===== config.mk =====
export PLATFORM = sky130hd
export DESIGN_NAME = cache_mem_arbiter
export DESIGN_NICKNAME = d
export VERILOG_FILES = /design/src/rtl/cache_mem_arbiter.sv
export SDC_FILE = /design/constraint.sdc
export NUM_CORES = 1
export LEC_CHECK = 0
export BUFFER_PORTS_ARGS = -buffer_cell sky130_fd_sc_hd__buf_4
export CAP_MARGIN = 20
export CORE_MARGIN = 4
export CORE_UTILIZATION = 46
export DETAILED_ROUTE_END_ITERATION = 10
export GPL_ROUTABILITY_DRIVEN = 1
export PLACE_DENSITY = 0.83
export SETUP_SLACK_MARGIN = 0.1
export SLEW_MARGIN = 0
export SYNTH_ARGS = -nofsm -noshare
export SYNTH_HDL_FRONTEND = slang
export SYNTH_SLANG_ARGS = --single-unit
export TNS_END_PERCENT = 5

===== constraint.sdc =====
create_clock -name clk -period 2.7 [get_ports clk]
set_input_delay 0.135 -clock clk [delete_from_list [all_inputs] [get_ports clk]]
set_output_delay 0.135 -clock clk [all_outputs]
set_load 0.01 [all_outputs]

===== src/rtl/cache_mem_arbiter.sv =====
// cache_mem_arbiter: round-robin share of one memory port between two cache requesters.
// Define CACHE_ARB_LOCK_EN to let a locked requester keep the next grant once.
module cache_mem_arbiter #(
  parameter int ADDR_W = 10,
  parameter int DATA_W = 20
) (
  input  logic              clk,
  input  logic              rst,
  input  logic              r0_req,
  input  logic              r0_we,
  input  logic              r0_lock,
  input  logic [ADDR_W-1:0] r0_addr,
  input  logic [DATA_W-1:0] r0_wdata,
  output logic              r0_ack,
  output logic [DATA_W-1:0] r0_rdata,
  input  logic              r1_req,
  input  logic              r1_we,
  input  logic              r1_lock,
  input  logic [ADDR_W-1:0] r1_addr,
  input  logic [DATA_W-1:0] r1_wdata,
  output logic              r1_ack,
  output logic [DATA_W-1:0] r1_rdata,
  output logic              mem_req,
  output logic              mem_we,
  output logic [ADDR_W-1:0] mem_addr,
  output logic [DATA_W-1:0] mem_wdata,
  input  logic [DATA_W-1:0] mem_rdata,
  input  logic              mem_ready
);

  typedef enum logic [1:0] {
    IDLE,
    ISSUE,
    RESP
  } state_e;

  state_e            state_q, state_d;
  logic              rr_q, rr_d;
  logic              gid_q, gid_d;
  logic              we_q, we_d;
  logic [ADDR_W-1:0] addr_q, addr_d;
  logic [DATA_W-1:0] wdata_q, wdata_d;
  logic [DATA_W-1:0] rd0_q, rd0_d;
  logic [DATA_W-1:0] rd1_q, rd1_d;
  logic              lock_q, lock_d;
  logic              used_q, used_d;
  logic              win;
  logic              hold;

  always_comb begin
    win = 1'b0;
    unique case (1'b1)
      r0_req && r1_req:  win = rr_q;
      r1_req && !r0_req: win = 1'b1;
      default:           win = 1'b0;
    endcase
  end

  // A lock earns one extra grant; the completion after that always toggles.
`ifdef CACHE_ARB_LOCK_EN
  assign hold = lock_q && !used_q;
`else
  logic unused_lock;
  assign hold        = 1'b0;
  assign unused_lock = lock_q ^ used_q;
`endif

  always_comb begin
    state_d = state_q;
    rr_d    = rr_q;
    gid_d   = gid_q;
    we_d    = we_q;
    addr_d  = addr_q;
    wdata_d = wdata_q;
    rd0_d   = rd0_q;
    rd1_d   = rd1_q;
    lock_d  = lock_q;
    used_d  = used_q;
    unique case (state_q)
      IDLE: begin
        if (r0_req || r1_req) begin
          state_d = ISSUE;
          gid_d   = win;
          we_d    = win ? r1_we    : r0_we;
          addr_d  = win ? r1_addr  : r0_addr;
          wdata_d = win ? r1_wdata : r0_wdata;
          lock_d  = win ? r1_lock  : r0_lock;
        end
      end
      ISSUE: begin
        if (mem_ready) begin
          state_d = RESP;
          if (!we_q) begin
            if (gid_q) rd1_d = mem_rdata;
            else       rd0_d = mem_rdata;
          end
        end
      end
      RESP: begin
        state_d = IDLE;
        rr_d    = hold ? gid_q : ~gid_q;
        used_d  = hold;
      end
      default: state_d = IDLE;
    endcase
  end

  always_ff @(posedge clk or posedge rst) begin
    if (rst) begin
      state_q <= IDLE;
      rr_q    <= 1'b0;
      gid_q   <= 1'b0;
      we_q    <= 1'b0;
      addr_q  <= '0;
      wdata_q <= '0;
      rd0_q   <= '0;
      rd1_q   <= '0;
      lock_q  <= 1'b0;
      used_q  <= 1'b0;
    end else begin
      state_q <= state_d;
      rr_q    <= rr_d;
      gid_q   <= gid_d;
      we_q    <= we_d;
      addr_q  <= addr_d;
      wdata_q <= wdata_d;
      rd0_q   <= rd0_d;
      rd1_q   <= rd1_d;
      lock_q  <= lock_d;
      used_q  <= used_d;
    end
  end

  assign mem_req   = (state_q == ISSUE);
  assign mem_we    = we_q;
  assign mem_addr  = addr_q;
  assign mem_wdata = wdata_q;
  assign r0_ack    = (state_q == RESP) && !gid_q;
  assign r1_ack    = (state_q == RESP) && gid_q;
  assign r0_rdata  = rd0_q;
  assign r1_rdata  = rd1_q;

endmodule

==> metrics.cfg <==
[outcome]
status = finished clean

[setup_path]
cp_slowest_stage_delay_ns = 0.44
worstPathRequired_ns = 2.91
crit_arrival_ns = 1.86
critPathSlowestCell = dfrtp_1
end_kind = flip-flop
path_class = flip-flop to flip-flop
cp_max_fo = 20
critPathLaunchType = flip-flop
r2r_cells = 4
worstPathCellList = and3b_1 -> nor3b_2 -> buf_4 -> mux2_1

[floorplan]
fp-row-count = 30
die_h_um = 92.37
io_pins = 163
die_area_um2 = 8532
core_region_area_um2 = 6869
initial_core_util_pct = 47.67
fp.dieW_um = 92.37

[global_routing]
antenna_found_initial = 0
track_usage_pct = 21.04
grt_pass1_wl_um = 14270
grt_pass1_vias = 2913
grt_overflow_total = 0
grt_max_degree = 50

[cts]
cts_made_buffers = 9
clockBufferDepth = 2
clk_latency_ns = 0.33
cts_tree = done
htreeDepth = 3
clk_pin_slew_ns = 0.08
clock_sinks = 75
root_buffer = clkbuf_8
cts_resized = 0

[sta]
hold_violations = 0
max_freq_ghz = 0.6076
post-route-period-util_pct = 60.96
grt_setup_unrepaired = no
tns_ns = 0
finalSetupViolations = 0
slew_viol_final = 0
tightestPinTransition_ns = 0.7749
fin_hold_ws_ns = 0.02106
finClkSkew_ns = 0.007336
relSlewSlack_pct = 48.29
min_period_ns = 1.646

[power]
clockPowerShare_pct = 18.3
p_seq_share_pct = 38.4
power.density_nw_per_um2 = 1090
swShare_pct = 34.77
combPwrFrac_pct = 43.3
leakage_uw = 0.002260
internal-power_uw = 3399
ir_drop_v = 0.0004534
switching_power_uw = 1812

[yosys]
avgSynthCellArea_um2 = 11.37
synth_cell_types = 23
synth_flop_cell = dfrtp_1
synth_area_um2 = 3274
ys_seq_area_share_pct = 57.32
synth-warning-count = 0
synth_nets = 377
postSynthCellCount = 288
ys_seq_elements = 75
async_flop_share_pct = 100.0
synth_edf_count = 0

[placed_design]
post-dp-hpwl_um = 6338
place_congestion = 0.7906
portBuffers = 160

[routing]
dr.pass1.iters = 4
wire_per_inst_um = 16.04
drtIter0Drc = 110
vias_per_cell = 5.285
ant_nets = 0
vias = 2870
drc = 0
totalWireLength_um = 8711

[layout]
n_antenna_cell = 0
layout_commonest_cell = buf_4
nets = 531
mostFrequentLayoutCells = buf_4, dfrtp_1, mux2_1
synthToLayoutAreaGrowth_pct = 46.01
drive_gt1_share_pct = 42.95
nFillCells = 532

[min_path]
hold_path.class = primary input to flip-flop
hold_depth = 2

[flow_run]
maxCapViolCount = 0

## layout make-up
| class | count | area [um^2] | share of cell area (%) |
|---|---|---|---|
| clock inverters | 6 | 87.58 | 1.832 |
| inverters | 5 | 18.77 | 0.3926 |
| repair buffers | 171 | 1304 | 27.27 |
| multi-input cells | 180 | 1236 | 25.86 |
| well taps | 96 | 120.1 | 2.512 |
| clock buffers | 10 | 137.6 | 2.879 |
| flip-flops and latches | 75 | 1877 | 39.26 |
## synthesized netlist by cell type (2+ instances only)
| cell type | count | area share [%] |
|---|---|---|
| dfrtp_1 | 75 | 57 |
| mux2_1 | 40 | 14 |
| a21oi_1 | 32 | 4.9 |
| nand3_1 | 32 | 4.9 |
| o21ai_0 | 31 | 4.7 |
| a31oi_1 | 28 | 5.3 |
| clkbuf_1 | 18 | 2.1 |
| inv_1 | 5 | 0.57 |
| buf_2 | 4 | 0.61 |
| buf_6 | 4 | 1.4 |
| a31oi_2 | 3 | 1.1 |
| nor2_1 | 3 | 0.34 |
| and3_1 | 2 | 0.38 |
| buf_4 | 2 | 0.46 |
## state kept, by name (all words and copies together) (netlist names)
signal / cells
state_q: 2
r0_rdata: 20
mem_we: 1
gid_q: 1
rr_q: 1
mem_wdata: 20
mem_addr: 10
r1_rdata: 20
## layer usage
metal,vias up,GRT usage (%),wire length (um)
met2,133,33.78,4084
met3,12,5.768,777
met1,1368,27.14,3721
li1,1357,-,-
met4,0,8.168,126
met5,-,0,0
## repair_timing
item                       in CTS  in global routing
setup endpoints to repair       0                  0
hold endpoints to repair       27                  1
hold buffers                    2                  1
setup buffers                   0                  0
## worst paths after layout
check | start | to | slack, ns
setup / recovery | state_q[1] | r0_rdata[4] | 1.05
hold / removal | mem_rdata[13] | r1_rdata[13] | 0.02
setup reg to reg | state_q[1] | r0_rdata[4] | 1.05
hold reg to reg | r0_rdata[7] | r0_rdata[7] | 0.49
max in group asynchronous | rst | mem_wdata[7] | 1.62
min in group asynchronous | rst | mem_addr[0] | 0.43
## stage by stage
stage	instances	cell area (um^2)	utilization (%)	worst slack (ns)	total power (uW)
after CTS	542	4771	69.45	1.035	5267
final	543	4781	69.60	1.054	5211
after detailed placement	524	4526	65.88	1.042	4300
after floorplan	288	3274	-	0.6550	3125
after global placement	524	4526	65.88	1.098	4225
after global routing	543	4781	69.60	0.9663	5576
## cells by family after synthesis
| logic type | after synthesis | synth area share [%] |
|---|---|---|
| flip-flops | 75 | 57.32 |
| multiplexers | 40 | 13.76 |
| AO/OA/AOI/OAI | 96 | 16.51 |
| AND/OR/NAND/NOR | 44 | 7.337 |
| buffers and inverters | 33 | 5.082 |
## power by group through the flow
| stage | clock network (uW) | logic [uW] | registers, uW |
|---|---|---|---|
| detailed placement | 0 | 2280 | 2020 |
| finish | 955 | 2260 | 2000 |
| floorplan | 0 | 901 | 2220 |
| global placement | 0 | 2230 | 1990 |
| global route | 1030 | 2460 | 2080 |
| CTS | 979 | 2280 | 2000 |
## worst max-delay path, delay by kind of cell (launching register included)
family	cells	cell delay [ns]
multiplexers	1	0.36
AND/OR/NAND/NOR	2	0.44
buffers and inverters	1	0.30
flip-flops	1	0.44
Note: power is estimated with default switching activity, not from simulation.
